$ cat config.mk
export PLATFORM = sky130hd
export DESIGN_NAME = quad_warp_stream_flat
export DESIGN_NICKNAME = d
export VERILOG_FILES = /design/src/rtl/quad_warp_stream_if.sv /design/src/rtl/quad_warp_stream.sv /design/src/flat_wrapper.sv
export SDC_FILE = /design/constraint.sdc
export NUM_CORES = 1
export LEC_CHECK = 0
export ABC_CLOCK_PERIOD_IN_PS = 3970
export CAP_MARGIN = 0
export CORE_MARGIN = 2
export CORE_UTILIZATION = 30
export CTS_BUF_LIST = sky130_fd_sc_hd__clkbuf_4
export CTS_CLUSTER_DIAMETER = 150
export DETAILED_ROUTE_END_ITERATION = 12
export MAX_ROUTING_LAYER = met4
export PLACE_DENSITY = 0.45
export SLEW_MARGIN = 25
export SYNTH_ARGS = -nofsm -noshare
export SYNTH_HDL_FRONTEND = slang
export SYNTH_SLANG_ARGS = --single-unit
$ cat constraint.sdc
create_clock -name clk -period 3.97 [get_ports clk]
set_input_delay 0.397 -clock clk [delete_from_list [all_inputs] [get_ports clk]]
set_output_delay 0.397 -clock clk [all_outputs]
set_load 0.01 [all_outputs]
$ cat src/rtl/quad_warp_stream_if.sv
// Corner, pixel-stream and write-request bundle for quad_warp_stream.
// master = system side (filter, recogniser, memory port); slave = the warp engine.
interface quad_warp_stream_if #(
  parameter int PIXEL_W = 18,
  parameter int X_W     = 10,
  parameter int Y_W     = 9
);
  logic               frame_flag;
  logic               corners_flag;
  logic [X_W-1:0]     a_x, b_x, c_x, d_x;
  logic [Y_W-1:0]     a_y, b_y, c_y, d_y;
  logic [PIXEL_W-1:0] pixel;
  logic               pixel_flag;
  logic               request_pixel;
  logic               ptflag;
  logic [PIXEL_W-1:0] pt_pixel_write;
  logic [X_W-1:0]     pt_x;
  logic [Y_W-1:0]     pt_y;
  logic               pt_wr;
  logic               busy;
  logic               overflow;

  modport master (
    output frame_flag, corners_flag,
    output a_x, b_x, c_x, d_x, a_y, b_y, c_y, d_y,
    output pixel, pixel_flag, ptflag,
    input  request_pixel, pt_pixel_write, pt_x, pt_y, pt_wr, busy, overflow
  );

  modport slave (
    input  frame_flag, corners_flag,
    input  a_x, b_x, c_x, d_x, a_y, b_y, c_y, d_y,
    input  pixel, pixel_flag, ptflag,
    output request_pixel, pt_pixel_write, pt_x, pt_y, pt_wr, busy, overflow
  );
endinterface

$ cat src/rtl/quad_warp_stream.sv
// Streaming quadrilateral warp: raster pixels in, (pixel, x, y) writes out via shift-based
// edge/row interpolation. Define QUAD_WARP_CLIP_EN to suppress writes outside DST_W x DST_H.
module quad_warp_stream #(
  parameter int PIXEL_W    = 18,
  parameter int X_W        = 10,
  parameter int Y_W        = 9,
  parameter int LOG2_W     = 9,
  parameter int LOG2_H     = 9,
  parameter int FRAC_W     = 16,
  parameter int LOG2_DEPTH = 4,
  parameter int REQ_MARGIN = 4,
  parameter int DST_W      = 640,
  parameter int DST_H      = 480
) (
  input  logic              clk,
  input  logic              rst_n,
  quad_warp_stream_if.slave bus
);

  // One iterator width serves both axes, so y must not be wider than x.
  localparam int IW    = X_W + FRAC_W + 2;
  localparam int DEPTH = 1 << LOG2_DEPTH;
  localparam int CW    = LOG2_DEPTH + 1;

  localparam logic [CW-1:0]         DEPTH_C  = CW'(DEPTH);
  localparam logic [CW-1:0]         MARGIN_C = CW'(REQ_MARGIN);
  localparam logic [CW-1:0]         CNT_ONE  = CW'(1);
  localparam logic [LOG2_DEPTH-1:0] PTR_ONE  = LOG2_DEPTH'(1);
  localparam logic [LOG2_W-1:0]     COL_ONE  = LOG2_W'(1);
  localparam logic [LOG2_H-1:0]     ROW_ONE  = LOG2_H'(1);

  if ((DST_W < 1) || (DST_H < 1) || (Y_W > X_W)) begin : g_bad_cfg
    $error("quad_warp_stream: DST_W/DST_H must be positive and Y_W must not exceed X_W");
  end

  typedef enum logic [1:0] {S_IDLE, S_SETUP, S_ROW_START, S_RUN} state_t;

  state_t state_q, state_d;

  // Index 0 is the x axis, index 1 the y axis.
  logic signed [IW-1:0] a_q [2], a_d [2], b_q [2], b_d [2];
  logic signed [IW-1:0] c_q [2], c_d [2], d_q [2], d_d [2];
  logic signed [IW-1:0] l_q [2], l_d [2], r_q [2], r_d [2];
  logic signed [IW-1:0] dl_q [2], dl_d [2], dr_q [2], dr_d [2];
  logic signed [IW-1:0] p_q [2], p_d [2], dp_q [2], dp_d [2];
  logic signed [IW-1:0] a_in [2], b_in [2], c_in [2], d_in [2];
  logic signed [IW-1:0] dl_step [2], dr_step [2], dp_step [2];

  logic [LOG2_H-1:0]     row_q, row_d;
  logic [LOG2_W-1:0]     col_q, col_d;
  logic [LOG2_DEPTH-1:0] wr_ptr_q, wr_ptr_d, rd_ptr_q, rd_ptr_d;
  logic [CW-1:0]         count_q, count_d;
  logic                  overflow_q, overflow_d;
  logic [PIXEL_W-1:0]    pt_pixel_write_q, pt_pixel_write_d;
  logic [X_W-1:0]        pt_x_q, pt_x_d;
  logic [Y_W-1:0]        pt_y_q, pt_y_d;
  logic                  pt_wr_q, pt_wr_d;

  logic [PIXEL_W-1:0]    fifo_mem [DEPTH];

  logic                  active, fifo_empty, fifo_full;
  logic                  push, pop, clip_hit;
  logic [X_W-1:0]        x_new;
  logic [Y_W-1:0]        y_new;

  assign a_in[0] = IW'(bus.a_x);
  assign b_in[0] = IW'(bus.b_x);
  assign c_in[0] = IW'(bus.c_x);
  assign d_in[0] = IW'(bus.d_x);
  assign a_in[1] = IW'(bus.a_y);
  assign b_in[1] = IW'(bus.b_y);
  assign c_in[1] = IW'(bus.c_y);
  assign d_in[1] = IW'(bus.d_y);

  for (genvar gi = 0; gi < 2; gi++) begin : g_axis
    logic signed [IW-1:0] left_span, right_span, row_span;
    assign left_span   = (d_q[gi] - a_q[gi]) <<< FRAC_W;
    assign right_span  = (c_q[gi] - b_q[gi]) <<< FRAC_W;
    assign row_span    = r_q[gi] - l_q[gi];
    assign dl_step[gi] = left_span >>> LOG2_H;
    assign dr_step[gi] = right_span >>> LOG2_H;
    assign dp_step[gi] = row_span >>> LOG2_W;
  end

  assign x_new = p_q[0][FRAC_W +: X_W];
  assign y_new = p_q[1][FRAC_W +: Y_W];

`ifdef QUAD_WARP_CLIP_EN
  localparam logic [X_W:0] DST_W_C = (X_W+1)'(DST_W);
  localparam logic [Y_W:0] DST_H_C = (Y_W+1)'(DST_H);
  assign clip_hit = ({1'b0, x_new} >= DST_W_C) || ({1'b0, y_new} >= DST_H_C);
`else
  assign clip_hit = 1'b0;
`endif

  assign active     = (state_q != S_IDLE);
  assign fifo_empty = (count_q == '0);
  assign fifo_full  = (count_q == DEPTH_C);

  always_comb begin
    state_d          = state_q;
    a_d              = a_q;
    b_d              = b_q;
    c_d              = c_q;
    d_d              = d_q;
    l_d              = l_q;
    r_d              = r_q;
    dl_d             = dl_q;
    dr_d             = dr_q;
    p_d              = p_q;
    dp_d             = dp_q;
    row_d            = row_q;
    col_d            = col_q;
    wr_ptr_d         = wr_ptr_q;
    rd_ptr_d         = rd_ptr_q;
    count_d          = count_q;
    overflow_d       = overflow_q;
    pt_pixel_write_d = pt_pixel_write_q;
    pt_x_d           = pt_x_q;
    pt_y_d           = pt_y_q;
    pt_wr_d          = 1'b0;
    push             = 1'b0;
    pop              = 1'b0;

    if (active && bus.frame_flag) begin
      state_d = S_IDLE;
    end else begin
      unique case (state_q)
        S_IDLE: begin
          if (bus.corners_flag) begin
            a_d        = a_in;
            b_d        = b_in;
            c_d        = c_in;
            d_d        = d_in;
            for (int i = 0; i < 2; i++) begin
              l_d[i] = a_in[i] <<< FRAC_W;
              r_d[i] = b_in[i] <<< FRAC_W;
            end
            row_d      = '0;
            col_d      = '0;
            overflow_d = 1'b0;
            state_d    = S_SETUP;
          end
        end
        S_SETUP: begin
          dl_d    = dl_step;
          dr_d    = dr_step;
          state_d = S_ROW_START;
        end
        S_ROW_START: begin
          dp_d    = dp_step;
          p_d     = l_q;
          state_d = S_RUN;
        end
        S_RUN: begin
          if (!fifo_empty && bus.ptflag) begin
            pop              = 1'b1;
            pt_pixel_write_d = fifo_mem[rd_ptr_q];
            pt_x_d           = x_new;
            pt_y_d           = y_new;
            pt_wr_d          = !clip_hit;
            for (int i = 0; i < 2; i++) begin
              p_d[i] = p_q[i] + dp_q[i];
            end
            col_d = col_q + COL_ONE;
            if (&col_q) begin
              col_d = '0;
              for (int i = 0; i < 2; i++) begin
                l_d[i] = l_q[i] + dl_q[i];
                r_d[i] = r_q[i] + dr_q[i];
              end
              if (&row_q) begin
                state_d = S_IDLE;
              end else begin
                row_d   = row_q + ROW_ONE;
                state_d = S_ROW_START;
              end
            end
          end
        end
        default: state_d = S_IDLE;
      endcase

      // A pop in the same cycle frees the slot, so a full FIFO can still accept.
      if (active && bus.pixel_flag) begin
        if (!fifo_full || pop) begin
          push = 1'b1;
        end else begin
          overflow_d = 1'b1;
        end
      end
    end

    if (push) wr_ptr_d = wr_ptr_q + PTR_ONE;
    if (pop)  rd_ptr_d = rd_ptr_q + PTR_ONE;
    case ({push, pop})
      2'b10:   count_d = count_q + CNT_ONE;
      2'b01:   count_d = count_q - CNT_ONE;
      default: count_d = count_q;
    endcase

    // Any entry into IDLE (abort or end of frame) discards whatever is still queued.
    if (state_d == S_IDLE) begin
      wr_ptr_d = '0;
      rd_ptr_d = '0;
      count_d  = '0;
    end
  end

  always_ff @(posedge clk) begin
    if (push) fifo_mem[wr_ptr_q] <= bus.pixel;
  end

  always_ff @(posedge clk or negedge rst_n) begin
    if (!rst_n) begin
      state_q          <= S_IDLE;
      for (int i = 0; i < 2; i++) begin
        a_q[i]  <= '0;
        b_q[i]  <= '0;
        c_q[i]  <= '0;
        d_q[i]  <= '0;
        l_q[i]  <= '0;
        r_q[i]  <= '0;
        dl_q[i] <= '0;
        dr_q[i] <= '0;
        p_q[i]  <= '0;
        dp_q[i] <= '0;
      end
      row_q            <= '0;
      col_q            <= '0;
      wr_ptr_q         <= '0;
      rd_ptr_q         <= '0;
      count_q          <= '0;
      overflow_q       <= 1'b0;
      pt_pixel_write_q <= '0;
      pt_x_q           <= '0;
      pt_y_q           <= '0;
      pt_wr_q          <= 1'b0;
    end else begin
      state_q          <= state_d;
      a_q              <= a_d;
      b_q              <= b_d;
      c_q              <= c_d;
      d_q              <= d_d;
      l_q              <= l_d;
      r_q              <= r_d;
      dl_q             <= dl_d;
      dr_q             <= dr_d;
      p_q              <= p_d;
      dp_q             <= dp_d;
      row_q            <= row_d;
      col_q            <= col_d;
      wr_ptr_q         <= wr_ptr_d;
      rd_ptr_q         <= rd_ptr_d;
      count_q          <= count_d;
      overflow_q       <= overflow_d;
      pt_pixel_write_q <= pt_pixel_write_d;
      pt_x_q           <= pt_x_d;
      pt_y_q           <= pt_y_d;
      pt_wr_q          <= pt_wr_d;
    end
  end

  assign bus.request_pixel  = active && ((DEPTH_C - count_q) > MARGIN_C);
  assign bus.busy           = active;
  assign bus.overflow       = overflow_q;
  assign bus.pt_pixel_write = pt_pixel_write_q;
  assign bus.pt_x           = pt_x_q;
  assign bus.pt_y           = pt_y_q;
  assign bus.pt_wr          = pt_wr_q;

endmodule

$ cat src/flat_wrapper.sv
// flat-port wrapper written by rule: the top's interface ports become plain ports
module quad_warp_stream_flat 
#(
  parameter int PIXEL_W    = 18,
  parameter int X_W        = 10,
  parameter int Y_W        = 9,
  parameter int LOG2_W     = 9,
  parameter int LOG2_H     = 9,
  parameter int FRAC_W     = 16,
  parameter int LOG2_DEPTH = 4,
  parameter int REQ_MARGIN = 4,
  parameter int DST_W      = 640,
  parameter int DST_H      = 480
)
  (clk, rst_n, bus_frame_flag, bus_corners_flag, bus_a_x, bus_b_x, bus_c_x, bus_d_x, bus_a_y, bus_b_y, bus_c_y, bus_d_y, bus_pixel, bus_pixel_flag, bus_ptflag, bus_request_pixel, bus_pt_pixel_write, bus_pt_x, bus_pt_y, bus_pt_wr, bus_busy, bus_overflow);
  quad_warp_stream_if #(.PIXEL_W(PIXEL_W), .X_W(X_W), .Y_W(Y_W)) bus_i ();
  input  logic clk;
  input  logic rst_n;
  input wire logic [$bits(bus_i.frame_flag)-1:0] bus_frame_flag;
  input wire logic [$bits(bus_i.corners_flag)-1:0] bus_corners_flag;
  input wire logic [$bits(bus_i.a_x)-1:0] bus_a_x;
  input wire logic [$bits(bus_i.b_x)-1:0] bus_b_x;
  input wire logic [$bits(bus_i.c_x)-1:0] bus_c_x;
  input wire logic [$bits(bus_i.d_x)-1:0] bus_d_x;
  input wire logic [$bits(bus_i.a_y)-1:0] bus_a_y;
  input wire logic [$bits(bus_i.b_y)-1:0] bus_b_y;
  input wire logic [$bits(bus_i.c_y)-1:0] bus_c_y;
  input wire logic [$bits(bus_i.d_y)-1:0] bus_d_y;
  input wire logic [$bits(bus_i.pixel)-1:0] bus_pixel;
  input wire logic [$bits(bus_i.pixel_flag)-1:0] bus_pixel_flag;
  input wire logic [$bits(bus_i.ptflag)-1:0] bus_ptflag;
  output wire logic [$bits(bus_i.request_pixel)-1:0] bus_request_pixel;
  output wire logic [$bits(bus_i.pt_pixel_write)-1:0] bus_pt_pixel_write;
  output wire logic [$bits(bus_i.pt_x)-1:0] bus_pt_x;
  output wire logic [$bits(bus_i.pt_y)-1:0] bus_pt_y;
  output wire logic [$bits(bus_i.pt_wr)-1:0] bus_pt_wr;
  output wire logic [$bits(bus_i.busy)-1:0] bus_busy;
  output wire logic [$bits(bus_i.overflow)-1:0] bus_overflow;
  assign bus_i.frame_flag = bus_frame_flag;
  assign bus_i.corners_flag = bus_corners_flag;
  assign bus_i.a_x = bus_a_x;
  assign bus_i.b_x = bus_b_x;
  assign bus_i.c_x = bus_c_x;
  assign bus_i.d_x = bus_d_x;
  assign bus_i.a_y = bus_a_y;
  assign bus_i.b_y = bus_b_y;
  assign bus_i.c_y = bus_c_y;
  assign bus_i.d_y = bus_d_y;
  assign bus_i.pixel = bus_pixel;
  assign bus_i.pixel_flag = bus_pixel_flag;
  assign bus_i.ptflag = bus_ptflag;
  assign bus_request_pixel = bus_i.request_pixel;
  assign bus_pt_pixel_write = bus_i.pt_pixel_write;
  assign bus_pt_x = bus_i.pt_x;
  assign bus_pt_y = bus_i.pt_y;
  assign bus_pt_wr = bus_i.pt_wr;
  assign bus_busy = bus_i.busy;
  assign bus_overflow = bus_i.overflow;
  quad_warp_stream #(.PIXEL_W(PIXEL_W), .X_W(X_W), .Y_W(Y_W), .LOG2_W(LOG2_W), .LOG2_H(LOG2_H), .FRAC_W(FRAC_W), .LOG2_DEPTH(LOG2_DEPTH), .REQ_MARGIN(REQ_MARGIN), .DST_W(DST_W), .DST_H(DST_H)) u_core (.clk(clk), .rst_n(rst_n), .bus(bus_i));
endmodule
==> flow_summary.toml <==
[clock_tree]
cts.sinks = 651
post_cts_buffers = 0
clk_latency_ps = 1090
clk_pin_slew_ps = 60
cts_tree = "done"
htreeDepth = 4
clockRootBuffer = "clkbuf_4"
cts_buffer_depth = 3
cts_made_buffers = 190

[routing]
viasPerCell = 4.80
drcViolationCount = 0
ant_nets = 0
first_pass_iters = 5
routedWlPerCell_um = 18.5
drt_iter0_drc = 1424
totalWireLength_um = 96900
vias = 25100

[timing]
tightest_slew_ps = 1030
period_needed_ps = 3640
grt_setup_unrepaired = "false"
setup_viol = 0
slew_headroom_pct = 31.1
hold_violations = 0
setup_tns_ps = 0
drv_slew = 0
skew_ps = 68.3
fin_crit_sh_pct = 91.6
max_freq_mhz = 275

[floorplanning]
initial_utilization_pct = 30.3
num_rows = 124
core-area_um2 = 114000
die_w_um = 344
die_y_um = 344
fp.dieArea_um2 = 118000
pin_count = 141

[power_and_ir_drop]
p_leak_nw = 17.5
ir_worst_vdd_uv = 302
power_mw = 30.6
p_per_area_nw_per_um2 = 738

[placed_design]
dp_cells = 4790
gp_congestion = 0.832
hpwlAfterDp_um = 66600
portBuffers = 140

[logic_synthesis]
syn_avg_cell_area_um2 = 10.8
syn-num-nets = 3539
ys_ff_latch = 651
yosysTopAreaCellShare_pct = 26.2
netlist_area_um2 = 34600
netlist_top_cells_area = "dfrtp_1 (26%), edfxtp_1 (25%), ha_1 (8.1%), nand2_1 (5.9%), mux4_2 (5.3%)"
syn_inst = 3206
ys_warn_count = 0
ys_types = 82
yosysTopAreaCell = "dfrtp_1"
ys_seq_area_share_pct = 51.2
synth_edf_count = 288
ys_async_sr_fraction_pct = 55.8
synth-main-ff-cell = "dfrtp_1"

[min_path]
hold_depth = 3
hp-class = "in -> reg"
min_to = "u_core.a_q[8]"
min_from = "bus_a_y[8]"

[setup_path]
crit_arrival_ps = 4570
crit-reg2reg-capture = "u_core.count_q[4]"
slowest_delay_ps = 570
cp_max_fo = 8
end_kind = "flip-flop"
cp_common_cell = "ha_1"
crit_family = "simple AND/OR/NAND/NOR gates"
r2r_cells = 15
cp_num_buf_inv = 1
r2r_start = "u_core.count_q[0]"
critPathKind = "reg -> reg"
cp.required_ps = 4910
cp_slowest_cell = "nor4_1"
r2r_slack_ps = 330
crit_path_start_kind = "flip-flop"
crit_chain = "nor4_1 -> ha_1 -> nand2b_1 -> o22ai_1 -> and3b_1 -> inv_1 -> ha_1 -> xor2_1 -> ha_1 -> a21oi_1 -> nor3b_1 -> o21ai_0 -> a21oi_1 -> xnor2_1 -> nor2_1"

[global_routing]
antenna_found_initial = 4
grt_start_max_net_pins = 82
grt_usage_pct = 17.3
globalRouteOverflowTotal = 0
grt_pass1_wl_um = 152000
grt_pass1_vias = 25700

[final_layout]
layout_common_cells = "nand2_1 (540), dfrtp_1 (361), edfxtp_1 (288)"
area_delta_synth_final_pct = 19.7
drive_gt1_share_pct = 13.3
instances_no_fill = 5227
fill_cells = 11500
layout_commonest_cell = "nand2_1"
nets = 3883

[run]
cap_violations = 0

[run_status]
status = "completed"
## metrics by stage
step	worst slack, ps	utilization (%)	instance area (µm²)	hold slack [ps]
finish	333	36.2	41400	148
global route	25.3	36.2	41400	53.9
CTS	287	36.2	41400	17.5
detailed placement	402	33.3	38100	461
global placement	405	33.3	38100	453
floorplan	225	-	34600	101
## layout make-up
type                    instances  area [µm²]  area share [%]
multi-input cells            2271       15900            38.3
well taps                    1512        1890            4.57
inverters                     155         582            1.40
clock buffers                 287        2150            5.20
diodes                          7        17.5          0.0423
repair buffers                281        2820            6.81
flip-flops and latches        651       17700            42.8
clock inverters                63         377           0.909
## cells by family after synthesis
kind of cell	share of synthesized area, %
AND/OR/NAND/NOR	12.0
flip-flops	51.2
AO/OA/AOI/OAI	14.5
adder cells (fa/ha/maj)	8.64
multiplexers	5.98
buffers and inverters	3.13
XOR/XNOR	4.53
## Yosys cell counts, types with 5 or more instances
cell type  instances
nand3b_1           5
fa_1              10
nor3_1            42
buf_1             13
a21oi_1          183
a41oi_1            5
nand2_1          543
nor2b_1           27
o211ai_1          13
xor2_1            91
o221ai_1          12
o21ai_1           10
nand3_1           53
o31ai_1           30
or3_1             14
a21boi_0           9
a22o_1             6
dfrtp_1          363
a211o_1            9
o2111ai_1          5
and3_1            24
o21a_1            24
xnor2_1           88
a31oi_1           50
ha_1             223
mux2i_1           20
nor3b_1            6
edfxtp_1         288
nand2b_1          32
a21o_1            97
buf_2             13
clkbuf_1         103
and2_1            24
mux4_2            81
nor2_1           141
a21oi_2            5
o22ai_1           13
o21ai_0          269
nand4_1           20
inv_1            154
a211oi_1          11
o21bai_1          15
## power by group
part | switching [mW] | total (mW) | internal (mW)
Sequential | 1.35 | 9.84 | 8.49
Clock | 3.20 | 6.57 | 3.37
Combinational | 7.98 | 14.2 | 6.19
## state kept, by name, summed over array words and instances (netlist names), 19 cells and up
register	flops
u_core.fifo_mem	288
u_core.p_q	51
u_core.l_q	42
u_core.r_q	42
u_core.dp_q	38
u_core.dl_q	21
u_core.dr_q	21
u_core.a_q	19
u_core.b_q	19
u_core.c_q	19
u_core.d_q	19
## tightest hold or removal path, delay by kind of cell
family	cells	cell delay, ps
AO/OA/AOI/OAI	1	100
buffers and inverters	1	460
AND/OR/NAND/NOR	1	200
## timing repair
item / CTS / global route
endpoints found under the hold margin: 458 / 0
hold buffers: 80 / 0
gates resized for setup: 0 / 0
## layer usage
| layer | part of all wire [%] | up-vias | GRT usage, % |
|---|---|---|---|
| met5 | 0 | - | - |
| met4 | 2.5 | 0 | 5.76 |
| met3 | 3.5 | 164 | 3.19 |
| met2 | 49 | 384 | 28.2 |
| li1 | - | 12400 | - |
| met1 | 45 | 12200 | 21.5 |
## worst max-delay path by stage
| stage | endpoint | slack, ps | cells after the start | from |
|---|---|---|---|---|
| final | u_core.count_q[4] | 330 | 15 | u_core.count_q[0] |
| after floorplan | u_core.count_q[4] | 220 | 19 | u_core.count_q[2] |
| after detailed placement | u_core.count_q[4] | 400 | 15 | u_core.count_q[0] |
| after global placement | u_core.count_q[4] | 410 | 15 | u_core.count_q[0] |
| after CTS | bus_request_pixel | 290 | 4 | u_core.count_q[0] |
| after global routing | u_core.count_q[4] | 30 | 15 | u_core.count_q[1] |
Note: power is estimated with default switching activity, not from simulation.
